**src/rtl/traffic_pkg.sv**
```systemverilog
// Shared definitions for the traffic light pacing path: phase encoding and
// phase sequencing, used by both this timer and the downstream controller.
package traffic_pkg;

  typedef enum logic [1:0] {
    RED    = 2'd0,
    YELLOW = 2'd1,
    GREEN  = 2'd2
  } phase_t;

  // Phase order RED -> YELLOW -> GREEN -> RED; the unused code falls back to RED.
  function automatic phase_t next_phase(input phase_t p);
    case (p)
      RED:     return YELLOW;
      YELLOW:  return GREEN;
      GREEN:   return RED;
      default: return RED;
    endcase
  endfunction

endpackage

```
**src/rtl/traffic_phase_timer_tick_prescaler.sv**
```systemverilog
// Free-running clock divider: tick is high on the last cycle of every
// CLK_DIV-cycle window. It never stops, so held ticks are simply lost.
module tick_prescaler #(
  parameter int CLK_DIV = 4
) (
  input  logic clk,
  input  logic rst,
  output logic tick
);

  localparam int PW = (CLK_DIV > 1) ? $clog2(CLK_DIV) : 1;
  localparam logic [PW-1:0] LAST = PW'(CLK_DIV - 1);

  logic [PW-1:0] cnt_q;

  // Count 0..CLK_DIV-1 and wrap; CLK_DIV=1 keeps the count at 0 (tick every cycle).
  always_ff @(posedge clk or posedge rst) begin
    if (rst) begin
      cnt_q <= '0;
    end else if (cnt_q == LAST) begin
      cnt_q <= '0;
    end else begin
      cnt_q <= cnt_q + PW'(1);
    end
  end

  assign tick = (cnt_q == LAST);

endmodule

```
**src/rtl/traffic_phase_timer.sv**
```systemverilog
// Phase dwell timer for the traffic light controller. Counts prescaled ticks
// per phase and emits a one-cycle advance strobe aligned with the first cycle
// of the new phase. A pending pedestrian request cuts GREEN down to its
// minimum dwell and raises ped_walk for the RED that follows.
//
// Handshake: advance is a single-cycle valid with no ready; the controller
// must consume it on the cycle it is high. phase/remaining are always valid.
module traffic_phase_timer
  import traffic_pkg::*;
#(
  parameter int CLK_DIV         = 4,
  parameter int RED_TICKS       = 3,
  parameter int YELLOW_TICKS    = 2,
  parameter int GREEN_TICKS     = 5,
  parameter int GREEN_MIN_TICKS = 2,
  localparam int MAX_DWELL = (RED_TICKS >= YELLOW_TICKS)
                             ? ((RED_TICKS >= GREEN_TICKS) ? RED_TICKS : GREEN_TICKS)
                             : ((YELLOW_TICKS >= GREEN_TICKS) ? YELLOW_TICKS : GREEN_TICKS),
  localparam int CW = (MAX_DWELL > 1) ? $clog2(MAX_DWELL) : 1
) (
  input  logic          clk,
  input  logic          rst,
  input  logic          hold,
  input  logic          ped_req,
  output logic          advance,
  output phase_t        phase,
  output logic [CW-1:0] remaining,
  output logic          ped_walk
);

  if (CLK_DIV < 1) begin : g_bad_clk_div
    $error("CLK_DIV must be >= 1");
  end
  if (RED_TICKS < 1 || YELLOW_TICKS < 1 || GREEN_TICKS < 1) begin : g_bad_dwell
    $error("phase dwell counts must be >= 1");
  end
  if (GREEN_MIN_TICKS < 1 || GREEN_MIN_TICKS > GREEN_TICKS) begin : g_bad_green_min
    $error("GREEN_MIN_TICKS must be in 1..GREEN_TICKS");
  end

  localparam logic [CW-1:0] RED_LAST    = CW'(RED_TICKS - 1);
  localparam logic [CW-1:0] YELLOW_LAST = CW'(YELLOW_TICKS - 1);
  localparam logic [CW-1:0] GREEN_LAST  = CW'(GREEN_TICKS - 1);
  // GREEN may end early once at least GREEN_MIN_TICKS ticks have elapsed,
  // i.e. once remaining has dropped to GREEN_TICKS-GREEN_MIN_TICKS or below.
  localparam logic [CW-1:0] GREEN_EARLY_MAX = CW'(GREEN_TICKS - GREEN_MIN_TICKS);

  function automatic logic [CW-1:0] dwell_last(input phase_t p);
    case (p)
      YELLOW:  return YELLOW_LAST;
      GREEN:   return GREEN_LAST;
      default: return RED_LAST;
    endcase
  endfunction

  logic          tick;
  logic          step_en;
  logic          green_early;
  logic          expire;
  logic          phase_legal;

  phase_t        phase_q, phase_d;
  logic [CW-1:0] rem_q, rem_d;
  logic          adv_q, adv_d;
  logic          pend_q, pend_d;
  logic          walk_q, walk_d;

  tick_prescaler #(
    .CLK_DIV (CLK_DIV)
  ) u_prescaler (
    .clk  (clk),
    .rst  (rst),
    .tick (tick)
  );

  assign phase_legal = (phase_q == RED) || (phase_q == YELLOW) || (phase_q == GREEN);
  assign step_en     = tick & ~hold;
  assign green_early = (phase_q == GREEN) && pend_q && (rem_q <= GREEN_EARLY_MAX);
  assign expire      = step_en && phase_legal && ((rem_q == '0) || green_early);

  // State register: phase, dwell countdown, strobe and pedestrian flags.
  always_ff @(posedge clk or posedge rst) begin
    if (rst) begin
      phase_q <= RED;
      rem_q   <= RED_LAST;
      adv_q   <= 1'b0;
      pend_q  <= 1'b0;
      walk_q  <= 1'b0;
    end else begin
      phase_q <= phase_d;
      rem_q   <= rem_d;
      adv_q   <= adv_d;
      pend_q  <= pend_d;
      walk_q  <= walk_d;
    end
  end

  // Next-state: countdown on unheld ticks, phase step on expiry, request tracking.
  always_comb begin
    phase_d = phase_q;
    rem_d   = rem_q;
    adv_d   = 1'b0;
    pend_d  = pend_q;
    walk_d  = walk_q;

    if (!phase_legal) begin
      phase_d = RED;
      rem_d   = RED_LAST;
    end else if (expire) begin
      phase_d = next_phase(phase_q);
      rem_d   = dwell_last(next_phase(phase_q));
      adv_d   = 1'b1;
    end else if (step_en) begin
      rem_d   = rem_q - CW'(1);
    end

    // Requests latch unless a walk is running; the walk ends on this very
    // edge when RED expires, so a request there already counts.
    if (ped_req && (!walk_q || (expire && phase_q == RED))) begin
      pend_d = 1'b1;
    end
    // A request arriving on the GREEN expiry edge still joins this walk.
    if (expire && phase_q == GREEN) begin
      walk_d = pend_q | ped_req;
      pend_d = 1'b0;
    end
    if (expire && phase_q == RED) begin
      walk_d = 1'b0;
    end
  end

  // Outputs: straight from registers so the controller sees glitch-free values.
  always_comb begin
    phase     = phase_q;
    remaining = rem_q;
    advance   = adv_q;
    ped_walk  = walk_q;
  end

endmodule

```
**config.mk**
```make
export PLATFORM = sky130hd
export DESIGN_NAME = traffic_phase_timer
export DESIGN_NICKNAME = d
export VERILOG_FILES = /design/src/rtl/traffic_pkg.sv /design/src/rtl/traffic_phase_timer_tick_prescaler.sv /design/src/rtl/traffic_phase_timer.sv
export SDC_FILE = /design/constraint.sdc
export NUM_CORES = 1
export LEC_CHECK = 0
export CORE_AREA = 2 2 39 41
export CTS_CLUSTER_SIZE = 10
export DETAILED_ROUTE_END_ITERATION = 6
export DIE_AREA = 0 0 41 43
export DONT_BUFFER_PORTS = 1
export PLACE_DENSITY = 0.62
export SLEW_MARGIN = 40
export SYNTH_ARGS = -nofsm -noshare
export SYNTH_HDL_FRONTEND = slang
export SYNTH_SLANG_ARGS = --single-unit
export TNS_END_PERCENT = 30
```
**constraint.sdc**
```tcl
create_clock -name clk -period 2.4 [get_ports clk]
set_input_delay 0.12 -clock clk [delete_from_list [all_inputs] [get_ports clk]]
set_output_delay 0.12 -clock clk [all_outputs]
set_load 0.005 [all_outputs]
```
==> impl_results.md <==
- CP Buf/Inv Count: 1
- Die ar.: 1760 µm²
- Post-synth top area cell: dfrtp_1
- Total CTS buffers: 3
- GP Congestion: 0.737
- Layout cells sized above 1: about 17%
- PostCTS Resize Cnt: 0
- Die W: between 40 and 50 µm
- Syn-to-layout area delta: 7.32%
- Initial antenna violation count: 0
- Synth area leaders: dfrtp_1 37%, ha_1 8.1%, dfstp_2 4.3%, inv_1 3.7%, nand2_1 3.7%
- Worst VDD drop: ~0.00048 V
- Total power: between 0.6 and 0.7 mW
- CTS clk-pin slew, worst paths: around 70 ps
- Pin count of the biggest net entering global routing: 14
- IO Pins: 11
- MaxCap Viol Count: 0
- Max Slew Vio Count: 0
- Worst setup SP type: flip-flop
- Final Hold Vio Count: 0
- Compound-cell area share of the yosys netlist: roughly 17%
- Vias in the first global route: between 400 and 500
- Status: complete, no violations
- CP Cell Sequence: inv_1, ha_1, nor4bb_1, nor4_4, a221oi_2
- Sink Count: 10
- Initial core utilization: between 40 and 50%
- # fillers: 133
- Mapped Area: 616 µm²
- Finish-stage setup viols: 0
- Simple-Gate Fraction of Synth Area: approximately a quarter
- H-tree depth: 1
- Vias/cell: 5.55
- Nets: 75
- Final TNS setup: 0 ps
- Worst stage delay on the critical path: just under 600 ps
- Critical path class: reg -> reg
- Worst skew pair latency: 260 ps
- Row cnt: 14
- Grt ovf: 0
- Gate Count Post-Synth: 63
- Power density cells: roughly 900 nW/µm²
- GRT Overall Usage: 16.4%
- Async S/R FF share, synth: 100%
- Synth top area share: 36.6%
- Tightest Pin Transition: around 620 ps
- Syn_area_per_cell: 9.77 µm²
- Die Y: approximately 43 µm
- Main combinational cell family by area after synthesis: simple AND/OR/NAND/NOR gates
- Crit end category: flip-flop
- CP Max Fanout: 6
- Avg WL per Cell: 13.3 µm
- Clock Path Buffers: 2
- Synth cell types: 30
- Port bufs: 0
- Most used DFF post-synth: dfrtp_1
- Vias post-DR: ~460
- Final ANT Viol Nets: 0
- Post-Syn Nets: about 70
- Final Cycle Share: ~82%
- Worst hold path type: in -> reg
- P_leak: approximately 0.26 nW
- Post-Synth XOR/XNOR Area: 0%
- CP top delay family: simple AND/OR/NAND/NOR gates
- List of most frequent post-synthesis cells: 9 x dfrtp_1, 6 x inv_1, 6 x nand2_1
- Worst path required time: roughly 2600 ps
- Shortest period the worst path allows: roughly 2000 ps
- EDFF count, synth: 0
- Pre-Repair DR Iteration Count: 2
- Worst relative slew slack: approximately 58%
- DRT Wirelength: between 1000 and 1500 µm
- CTS Root Cell: clkbuf_4
- Max Clk Rate: approximately 0.51 GHz
- Core Area: 1380 µm²
- Seq cells post-synth: 10
- Register area share after synthesis: between 40% and 50%
- First-pass GRT wire length: between 1500 and 2000 µm
- Yosys warnings: 0
- CTS tree: done
- DPL Wire Length: approximately 810 µm
- Slowest-stage cell, CP: dfstp_2
- Mux cell area share after synthesis: 1.63%
- Post-synthesis adder-cell area fraction: around 8%
- Worst Skew: ~9.3 ps
- Worst path arrival time: 2150 ps
- Residual DRC: 0
- Initial DRC count: 6
- Cell with the most instances after synthesis: dfrtp_1
- RSZ-0062 raised after global routing: no
- Antenna Cells: 0
state kept, by name (all words and copies together) (netlist names):
| register | flops |
|---|---|
| ped_walk | 1 |
| remaining | 3 |
| u_prescaler.cnt_q | 2 |
| phase | 2 |
| pend_q | 1 |
| advance | 1 |
report_power, final:
part,total (mW),switching (mW),internal [mW],leakage (nW)
Clock,0.118,0.0536,0.0640,0.0150
Sequential,0.287,0.0759,0.211,0.120
Combinational,0.202,0.108,0.0939,0.129
per-layer routing:
layer  track usage [%]  wire length [µm]
met2              23.4               525
met4              8.00                12
met3              3.14                29
met5                 0                 0
met1              22.9               525
stage by stage:
stage	cell area, µm²	util (%)	hold WS [ps]	instances	worst slack (ps)
floorplan	616	-	-40.5	63	589
global placement	624	45.1	9.01	77	487
detailed placement	624	45.1	14.8	77	432
CTS	661	47.7	51.0	82	424
global route	661	47.7	68.1	82	238
finish	661	47.7	52.5	82	425
layout make-up:
cell class	count	area, µm²	area share, %
inverter	6	22.5	3.41
tap	16	20.0	3.03
clock buffer	4	26.3	3.98
sequential	10	251	38.1
multi-input combinational	45	330	50.0
timing repair buffer	1	10.0	1.52
kinds of logic (layout without fill, tap and decap cells):
group	count (synthesis)	count (layout)
fa+ha+maj	4	4
compound gates	15	15
simple gates	25	25
buf+inv	8	11
flops	10	10
mux	1	1
final timing paths:
check	to	startpoint	cells past startpoint	slack (ps)
worst max-delay path	pend_q	remaining[1]	5	420
worst min-delay path	ped_walk	ped_req	2	50
worst max register to register	pend_q	remaining[1]	5	420
worst min register to register	u_prescaler.cnt_q[0]	u_prescaler.cnt_q[0]	1	430
max in group asynchronous	remaining[1]	rst	2	1810
min in group asynchronous	phase[0]	rst	2	270
cell usage in the layout (no fill, tap or decap), types with 2 or more instances in the layout:
master    instances
o21ai_0           2
a21oi_1           2
inv_1             6
nor3_1            2
ha_1              4
nand3b_1          3
a211oi_1          2
clkbuf_4          3
nor2_1            4
nand2_1           6
a31oi_1           2
o22ai_1           3
dfrtp_1           9
timing repair:
item                                   4_1_cts  5_1_grt
setup buffers                                0        0
endpoints found under the hold margin        9        0
hold buffers                                 1        0
No activity file was read; power rests on OpenSTA's default activity.
